--- config.mk ---
export PLATFORM = sky130hd
export DESIGN_NAME = zxuno_regbus_arbiter
export DESIGN_NICKNAME = d
export VERILOG_FILES = /design/src/rtl/zxuno_regbus_arbiter.sv
export SDC_FILE = /design/constraint.sdc
export NUM_CORES = 1
export LEC_CHECK = 0
export ABC_CLOCK_PERIOD_IN_PS = 4550
export BUFFER_PORTS_ARGS = -buffer_cell sky130_fd_sc_hd__buf_4
export CORE_MARGIN = 2
export CORE_UTILIZATION = 59
export CTS_BUF_LIST = sky130_fd_sc_hd__clkbuf_2 sky130_fd_sc_hd__clkbuf_4 sky130_fd_sc_hd__clkbuf_8
export CTS_CLUSTER_SIZE = 30
export DETAILED_ROUTE_END_ITERATION = 12
export PLACE_DENSITY_LB_ADDON = 0.25
export SLEW_MARGIN = 10
export SYNTH_ARGS = -nofsm -noshare
export SYNTH_HDL_FRONTEND = slang
export SYNTH_SLANG_ARGS = --single-unit
--- constraint.sdc ---
create_clock -name clk -period 4.55 [get_ports clk]
set_input_delay 1.1375 -clock clk [delete_from_list [all_inputs] [get_ports clk]]
set_output_delay 1.1375 -clock clk [all_outputs]
set_load 0.005 [all_outputs]
--- src/rtl/zxuno_regbus_arbiter.sv ---
// rtl/zxuno_regbus_arbiter.sv - ZX-UNO register bus arbiter between Z80 ports and one internal master
// CPU owns the bus in IDLE; an internal transfer runs INT_ADDR -> INT_XFER -> INT_DONE.
module zxuno_regbus_arbiter #(
  parameter int HOLD_CYCLES = 2
) (
  input  logic       clk,
  input  logic       rst,
  input  logic       cpu_addr_we,
  input  logic       cpu_data_we,
  input  logic       cpu_data_re,
  input  logic [7:0] cpu_din,
  output logic [7:0] cpu_dout,
  output logic       cpu_wait_n,
  input  logic       int_req,
  input  logic       int_we,
  input  logic [7:0] int_addr,
  input  logic [7:0] int_wdata,
  output logic       int_ack,
  output logic [7:0] int_rdata,
  output logic [7:0] zxuno_addr,
  output logic       zxuno_regrd,
  output logic       zxuno_regwr,
  output logic       regaddr_changed,
  output logic [7:0] bus_dout,
  input  logic [7:0] bus_din,
  input  logic       bus_oe_n
);

  typedef enum logic [1:0] {IDLE, INT_ADDR, INT_XFER, INT_DONE} state_t;

  localparam logic [3:0] HOLD_LAST = 4'(HOLD_CYCLES - 1);

  state_t     state, state_nxt;
  logic [7:0] cpu_addr_reg, cpu_addr_reg_nxt;
  logic       addr_pend, addr_pend_nxt;
  logic [7:0] addr_pend_val, addr_pend_val_nxt;
  logic       data_pend, data_pend_nxt;
  logic [7:0] data_pend_val, data_pend_val_nxt;
  logic [3:0] hold_cnt, hold_cnt_nxt;
  logic [7:0] zxuno_addr_nxt;
  logic       zxuno_regrd_nxt;
  logic       zxuno_regwr_nxt;
  logic       regaddr_changed_nxt;
  logic [7:0] bus_dout_nxt;
  logic       int_ack_nxt;
  logic [7:0] int_rdata_nxt;

  always_ff @(posedge clk or posedge rst) begin
    if (rst) state <= IDLE;
    else     state <= state_nxt;
  end

  always_comb begin
    state_nxt           = state;
    cpu_addr_reg_nxt    = cpu_addr_reg;
    addr_pend_nxt       = addr_pend;
    addr_pend_val_nxt   = addr_pend_val;
    data_pend_nxt       = data_pend;
    data_pend_val_nxt   = data_pend_val;
    hold_cnt_nxt        = hold_cnt;
    zxuno_addr_nxt      = zxuno_addr;
    zxuno_regrd_nxt     = 1'b0;
    zxuno_regwr_nxt     = 1'b0;
    regaddr_changed_nxt = 1'b0;
    bus_dout_nxt        = bus_dout;
    int_ack_nxt         = 1'b0;
    int_rdata_nxt       = int_rdata;

    case (state)
      IDLE: begin
        zxuno_addr_nxt  = cpu_addr_reg;
        zxuno_regrd_nxt = cpu_data_re;
        if (addr_pend || cpu_addr_we) begin
          cpu_addr_reg_nxt    = addr_pend ? addr_pend_val : cpu_din;
          zxuno_addr_nxt      = addr_pend ? addr_pend_val : cpu_din;
          regaddr_changed_nxt = 1'b1;
          if (addr_pend) begin
            addr_pend_nxt = cpu_addr_we;
            if (cpu_addr_we) addr_pend_val_nxt = cpu_din;
          end
          // A data write arriving alongside an address update goes out next cycle.
          if (cpu_data_we) begin
            data_pend_nxt     = 1'b1;
            data_pend_val_nxt = cpu_din;
          end
        end else if (data_pend || cpu_data_we) begin
          zxuno_regwr_nxt = 1'b1;
          bus_dout_nxt    = data_pend ? data_pend_val : cpu_din;
          if (data_pend) begin
            data_pend_nxt = cpu_data_we;
            if (cpu_data_we) data_pend_val_nxt = cpu_din;
          end
        end else if (int_req && !cpu_data_re && !zxuno_regrd) begin
          state_nxt = INT_ADDR;
        end
      end

      INT_ADDR: begin
        zxuno_addr_nxt      = int_addr;
        regaddr_changed_nxt = 1'b1;
        hold_cnt_nxt        = 4'd0;
        state_nxt           = INT_XFER;
      end

      INT_XFER: begin
        zxuno_regrd_nxt = !int_we;
        zxuno_regwr_nxt = int_we;
        if (int_we) bus_dout_nxt = int_wdata;
        if (hold_cnt == HOLD_LAST) state_nxt = INT_DONE;
        else                       hold_cnt_nxt = hold_cnt + 4'd1;
      end

      INT_DONE: begin
        // Address is held one more cycle so peripherals see the strobe fall on it.
        int_ack_nxt = 1'b1;
        if (!int_we) int_rdata_nxt = bus_oe_n ? 8'hFF : bus_din;
        state_nxt = IDLE;
      end

      default: state_nxt = IDLE;
    endcase

    if (state != IDLE) begin
      if (cpu_addr_we) begin
        addr_pend_nxt     = 1'b1;
        addr_pend_val_nxt = cpu_din;
      end
      if (cpu_data_we) begin
        data_pend_nxt     = 1'b1;
        data_pend_val_nxt = cpu_din;
      end
    end
  end

  always_ff @(posedge clk or posedge rst) begin
    if (rst) begin
      cpu_addr_reg    <= 8'h00;
      addr_pend       <= 1'b0;
      addr_pend_val   <= 8'h00;
      data_pend       <= 1'b0;
      data_pend_val   <= 8'h00;
      hold_cnt        <= 4'd0;
      zxuno_addr      <= 8'h00;
      zxuno_regrd     <= 1'b0;
      zxuno_regwr     <= 1'b0;
      regaddr_changed <= 1'b0;
      bus_dout        <= 8'h00;
      int_ack         <= 1'b0;
      int_rdata       <= 8'h00;
    end else begin
      cpu_addr_reg    <= cpu_addr_reg_nxt;
      addr_pend       <= addr_pend_nxt;
      addr_pend_val   <= addr_pend_val_nxt;
      data_pend       <= data_pend_nxt;
      data_pend_val   <= data_pend_val_nxt;
      hold_cnt        <= hold_cnt_nxt;
      zxuno_addr      <= zxuno_addr_nxt;
      zxuno_regrd     <= zxuno_regrd_nxt;
      zxuno_regwr     <= zxuno_regwr_nxt;
      regaddr_changed <= regaddr_changed_nxt;
      bus_dout        <= bus_dout_nxt;
      int_ack         <= int_ack_nxt;
      int_rdata       <= int_rdata_nxt;
    end
  end

  assign cpu_wait_n = !((state != IDLE) && (cpu_data_re || addr_pend || data_pend));
  assign cpu_dout   = (zxuno_regrd && !bus_oe_n) ? bus_din : 8'hFF;

endmodule
==> out/metrics.yaml, run 1 <==
cts:
  clk_pin_slew_ns: 0.07
  clock_insertion_delay_worst_skew_ns: 0.34
  cts_resized: 0
  tritoncts.num_buffers: 9
  clock_tree_sinks: 60
  cts.path.max_buffers: 2
  tritoncts: "built"
  cts_root_buf: "sky130_fd_sc_hd__clkbuf_8"
  post-cts-setup-buffer-count: 0
  count_of_h_tree_levels_built_during_cts: 3
  cts.hold.buffers_added: 0
routing:
  detail_route.wl_per_cell_um: 14.90
  detailedRoute.firstIterationViolations: 114
  detailroute.via_count: 2325
  drtPass1Iterations: 4
  route.detailed.drc: 0
  vias_per_cell: 5.471
  drt-total-wl_um: 6334
  antenna_left: 0
placement:
  gp_congestion: 0.7730
  dpl_worst_slack_ns: 1.423
  dpl.hpwl_um: 4566
  portBuffers: 76
global_routing:
  gr-usage-met1_pct: 33.72
  globalRouteMet3Util_pct: 4.150
  grt_max_degree: 37
  grt_overflow: 0
  globalRouteMet2Util_pct: 40.94
  grtUsageTotal_pct: 25.48
  grt_pass1_wl_um: 10580
  grt_pass1_vias: 2305
  grt.busiest_layer: "met2"
  grt_antenna_before_repair: 0
timing:
  rsz0062_at_grt: "false"
  total_of_endpoints_with_negative_setup_slack_in_the_final_report: 0
  worst-slew-pin-transition_ns: 0.7893
  max_clock_freq_mhz: 310.5
  setup_ws_ns: 1.329
  finalCriticalPeriod_ns: 3.221
  timing.setup.tns_ns: 0
  finalHoldViolations: 0
  report.final.slew_viol_count: 0
  fin_skew_ns: 0.006919
  relSlewSlack_pct: 47.38
  final_min_period_over_clock_period_pct: 70.78
logic_synthesis:
  yosysSeqAreaShare_pct: 50.23
  synth_cell_type_count: 29
  postSynthNetCount: 325
  netlist_area_um2: 2989
  syn_area_per_cell_um2: 10.71
  number_of_register_bits_inferred_by_synthesis: 60
  syn_inst: 279
  yosysWarningCount: 0
worst_setup_path:
  cp_max_fo: 15
  critPathBufInv: 3
  timing.critical_path.mode_cell: "sky130_fd_sc_hd__inv_1"
  timing.critical_path.slowest_cell_delay_ns: 0.51
  critical-path-slowest-cell: "sky130_fd_sc_hd__ha_1"
  cpLargestDelayFamily: "buffers and inverters"
  critical_path.endpoint_type: "primary output"
  worstPathCellList: "inv_1 > ha_1 > inv_1 > o31ai_1 > buf_4"
  setup.worst_path.class: "reg2out"
  crit_arrival_ns: 2.08
  critical_path.startpoint_type: "flip-flop"
  crit_required_ns: 3.41
power_and_ir_drop:
  power.share.clock_pct: 18.0
  power.switching_fraction_pct: 35.31
  combinationalPowerShare_pct: 44.3
  power.static_leakage_nw: 1.801
  sequential_group_share_of_total_power_pct: 37.7
  power_per_cell_area_nw_per_um2: 632.8
  power.internal_mw: 1.546
  p_sw_mw: 0.8441
  vdd_ir_drop_max_v: 0.0003987
cells_and_area:
  num-nets-final: 400
  most_frequent_standard_cell_in_the_layout_excluding_fill_and_tap_cells: "sky130_fd_sc_hd__buf_4"
  most-common-layout-cells: "sky130_fd_sc_hd__buf_4, sky130_fd_sc_hd__dfrtp_1, sky130_fd_sc_hd__mux2_2"
  synthToLayoutAreaGrowth_pct: 26.37
  antenna-diode-count: 0
  postLayoutCoreUtil_pct: 78.42
  final_layout_size_suffix_gt1_share_pct: 36.87
die:
  initial_core_util_pct: 62.05
  dieWidth_um: 75.18
  fp.dieH_um: 75.18
  dieArea_um2: 5651
  core-area_um2: 4817
  io_pins: 77
  rows: 25
status:
  run_status: "complete, no violations"
job:
  max_cap_viol_count: 0
worst_hold_path:
  worst_hold_path_type: "reg2reg"
[metal layers]
layer	share of wire (%)	vias to the layer above	routed length (um)
li1	-	1124	-
met1	46	1129	2907
met2	48	60	3021
met3	4.2	12	264
met4	2.2	0	141
met5	0	-	0
[cells in the mapped netlist]
library cell,number,area [um^2]
sky130_fd_sc_hd__a21oi_1,16,80.08
sky130_fd_sc_hd__a311o_1,1,10.01
sky130_fd_sc_hd__a31oi_1,1,6.260
sky130_fd_sc_hd__and2_1,1,6.260
sky130_fd_sc_hd__buf_2,7,35.03
sky130_fd_sc_hd__clkbuf_1,8,30.03
sky130_fd_sc_hd__dfrtp_1,60,1501
sky130_fd_sc_hd__ha_1,6,75.07
sky130_fd_sc_hd__inv_1,7,26.28
sky130_fd_sc_hd__maj3_1,2,20.02
sky130_fd_sc_hd__mux2_2,33,371.6
sky130_fd_sc_hd__mux2i_1,19,190.2
sky130_fd_sc_hd__nand2_1,30,112.6
sky130_fd_sc_hd__nand2b_1,19,118.9
sky130_fd_sc_hd__nand3_1,3,15.01
sky130_fd_sc_hd__nand4_1,1,6.260
sky130_fd_sc_hd__nor2_1,10,37.54
sky130_fd_sc_hd__nor2b_1,9,56.30
sky130_fd_sc_hd__nor4_1,1,6.260
sky130_fd_sc_hd__o211ai_1,8,60.06
sky130_fd_sc_hd__o21ai_0,28,140.1
sky130_fd_sc_hd__o21ai_1,1,5.000
sky130_fd_sc_hd__o21ai_2,1,8.760
sky130_fd_sc_hd__o21ai_4,1,16.27
sky130_fd_sc_hd__o311a_1,1,10.01
sky130_fd_sc_hd__o311ai_1,1,8.760
sky130_fd_sc_hd__o31ai_1,2,15.01
sky130_fd_sc_hd__or3b_2,1,8.760
sky130_fd_sc_hd__or3b_4,1,11.26
[final timing paths]
check,slack (ns),end,start,cells past startpoint
worst max-delay path,1.33,cpu_wait_n,state[1],5
worst min-delay path,0.47,cpu_addr_reg[3],cpu_addr_reg[3],2
worst max register to register,2.10,bus_dout[6],state[1],5
worst min register to register,0.47,cpu_addr_reg[3],cpu_addr_reg[3],2
max in group asynchronous,2.82,addr_pend_val[1],rst,3
min in group asynchronous,0.92,int_rdata[4],rst,2
[kinds of logic after synthesis]
kind of cell	after synthesis	share of synthesized area, %
AO/OA/AOI/OAI	61	12.06
adder cells (fa/ha/maj)	8	3.181
buffers and inverters	22	3.056
flip-flops	60	50.23
multiplexers	52	18.79
AND/OR/NAND/NOR	76	12.68
[power groups by stage]
stage               sequential (mW)  clock (mW)  combinational, mW
finish                        0.900       0.431               1.06
global route                  0.929       0.458               1.19
CTS                           0.900       0.440               1.07
detailed placement            0.908           0               1.06
global placement              0.893           0               1.02
floorplan                     0.885           0              0.683
[tightest hold or removal path, cell delays in order (launching register included)]
cell	delay, ns
sky130_fd_sc_hd__dfrtp_1	0.34
sky130_fd_sc_hd__nand2_1	0.05
sky130_fd_sc_hd__o21ai_0	0.06
[stage by stage]
step	hold WS [ns]	power (mW)	cells	area [um^2]
after global placement	0.4590	1.916	410	3601
after detailed placement	0.4664	1.973	410	3601
after global routing	0.5071	2.576	425	3777
after floorplan	0.4460	1.569	279	2989
after CTS	0.4800	2.410	425	3777
final	0.4745	2.390	425	3777
[cell type report]
class	instances	area, um^2
sequential	60	1501
multi-input combinational	197	1396
fill	372	1040
timing repair buffer	79	593.1
clock buffer	13	166.4
tap	67	83.83
inverter	7	26.28
clock inverter	2	10.01
Power figures use the tool's default switching activity.
==> run 2, diff against run 1 <==
ABC_CLOCK_PERIOD_IN_PS = 2650   (was 4550)
CORE_UTILIZATION = 49   (was 59)
clock period = 2.65 ns   (was 4.55 ns; I/O delays follow)
==> run 2 against run 1 <==
Against the previous run: critical path depth is the same; clock-buffer cell count grew 2; critical endpoint unchanged; die area grew 19%; first-iteration DRC count shrank 34%; final area grew 1.7%; wire length shrank 3.1%; critical path type unchanged; hold slack lost 0.091 ns; combinational power grew 71%; sequential share of layout area shrank 0.66 points.
==> out/metrics.yaml, run 2 (synthesized netlist as in run 1, its figures left out) <==
routing:
  detailedRoute.firstIterationViolations: 75
  drt-total-wl_um: 6135
  antenna_left: 0
  route.detailed.drc: 0
  vias_per_cell: 5.233
  detailroute.via_count: 2287
  detail_route.wl_per_cell_um: 14.04
  drtPass1Iterations: 4
worst_setup_path:
  critical-path-slowest-cell: "sky130_fd_sc_hd__dfrtp_1"
  cp_max_fo: 15
  worstPathCellList: "inv_1 > ha_2 > inv_1 > o31ai_1 > buf_4"
  timing.critical_path.slowest_cell_delay_ns: 0.42
  setup.worst_path.class: "reg2out"
  critical_path.startpoint_type: "flip-flop"
  timing.critical_path.mode_cell: "sky130_fd_sc_hd__inv_1"
  critical_path.endpoint_type: "primary output"
  crit_required_ns: 1.99
  crit_arrival_ns: 1.71
worst_hold_path:
  worst_hold_path_type: "in2async"
die:
  core-area_um2: 5921
  io_pins: 77
  rows: 28
  initial_core_util_pct: 50.49
  dieWidth_um: 82.11
  fp.dieH_um: 82.11
  dieArea_um2: 6741
timing:
  finalHoldViolations: 0
  finalCriticalPeriod_ns: 2.376
  report.final.slew_viol_count: 0
  rsz0062_at_grt: "false"
  fin_skew_ns: 0.007468
  worst-slew-pin-transition_ns: 0.6326
  total_of_endpoints_with_negative_setup_slack_in_the_final_report: 0
  max_clock_freq_mhz: 420.8
  relSlewSlack_pct: 57.82
  final_min_period_over_clock_period_pct: 89.68
  timing.setup.tns_ns: 0
placement:
  detailed_place.area_um2: 3646
  portBuffers: 76
  dpl.hpwl_um: 4555
  gp_congestion: 0.7971
cts:
  cts.path.max_buffers: 2
  cts.hold.buffers_added: 0
  clock_tree_sinks: 60
  tritoncts: "built"
  clock_insertion_delay_worst_skew_ns: 0.34
  count_of_h_tree_levels_built_during_cts: 3
  tritoncts.num_buffers: 9
  clk_pin_slew_ns: 0.07
  cts_root_buf: "sky130_fd_sc_hd__clkbuf_8"
power_and_ir_drop:
  power.static_leakage_nw: 1.827
  power_per_cell_area_nw_per_um2: 1078
  vdd_ir_drop_max_v: 0.0006227
  power.total_mw: 4.142
cells_and_area:
  num-nets-final: 403
  stdcell_area_um2: 3841
  seq_area_um2: 1501
  antenna-diode-count: 0
  most-common-layout-cells: "sky130_fd_sc_hd__buf_4, sky130_fd_sc_hd__dfrtp_1, sky130_fd_sc_hd__mux2_2"
  most_frequent_standard_cell_in_the_layout_excluding_fill_and_tap_cells: "sky130_fd_sc_hd__buf_4"
  final_layout_size_suffix_gt1_share_pct: 37.85
  num-fill-cells: 491
  multi_input_area_um2: 1399
  synthToLayoutAreaGrowth_pct: 28.51
global_routing:
  globalRouteMet2Util_pct: 32.20
  grt_antenna_before_repair: 0
  grt_max_degree: 27
  grtUsageTotal_pct: 20.31
  grt_overflow: 0
  gr-usage-met1_pct: 26.47
  grt.busiest_layer: "met2"
  grt_pass1_wl_um: 10260
  globalRouteMet3Util_pct: 6.739
  grt_pass1_vias: 2220
status:
  run_status: "complete, no violations"
job:
  max_cap_viol_count: 0
-- run 2: where the power goes --
group	total, mW	internal, mW	switching [mW]
logic	1.81	0.968	0.838
clock network	0.769	0.446	0.323
registers	1.57	1.31	0.260
-- run 2: metrics by stage --
stage	worst slack (ns)	util, %	hold slack, ns	std cells
2_1_floorplan	0.5028	-	0.4460	279
6_report	0.2736	64.88	0.3838	437
4_1_cts	0.08761	64.84	0.3918	437
3_3_place_gp	0.4280	61.58	0.4585	421
5_1_grt	0.1412	64.88	0.4029	437
3_5_place_dp	0.3962	61.58	0.4675	421
-- run 2: worst max-delay path: cells and delay by family, from the launching register on --
family	cells	cell delay [ns]
flops	1	0.42
fa+ha+maj	1	0.36
buf+inv	3	0.48
compound gates	1	0.11
-- run 2: what timing repair did --
action / CTS / global route
hold endpoints to repair: 0 / 0
gates resized for setup: 0 / 1
endpoints found under the setup margin: 0 / 1
buffers inserted: 0 / 0
-- run 2: cell type report --
| class | instances | share of cell area, % |
|---|---|---|
| Sequential cell | 60 | 39.09 |
| Multi-Input combinational cell | 197 | 36.42 |
| Timing Repair Buffer | 82 | 16.35 |
| Clock buffer | 15 | 4.886 |
| Tap cell | 75 | 2.443 |
| Inverter | 7 | 0.6840 |
| Clock inverter | 1 | 0.1303 |
-- run 2: path summary, 6_finish.rpt --
check / from / cells after the start / slack (ns) / to
worst max-delay path: state[1] / 5 / 0.27 / cpu_wait_n
worst min-delay path: rst / 2 / 0.38 / addr_pend_val[5]
worst max register to register: state[1] / 5 / 0.53 / data_pend_val[5]
worst min register to register: cpu_addr_reg[5] / 2 / 0.48 / cpu_addr_reg[5]
max in group asynchronous: rst / 3 / 1.70 / addr_pend
min in group clk: cpu_addr_reg[5] / 2 / 0.48 / cpu_addr_reg[5]
-- run 2: layer usage --
metal  vias up  part of all wire, %
met5         -                    0
met4         0                  1.1
met3         7                  5.6
met2        61                   47
met1      1092                   46
li1       1127                    -
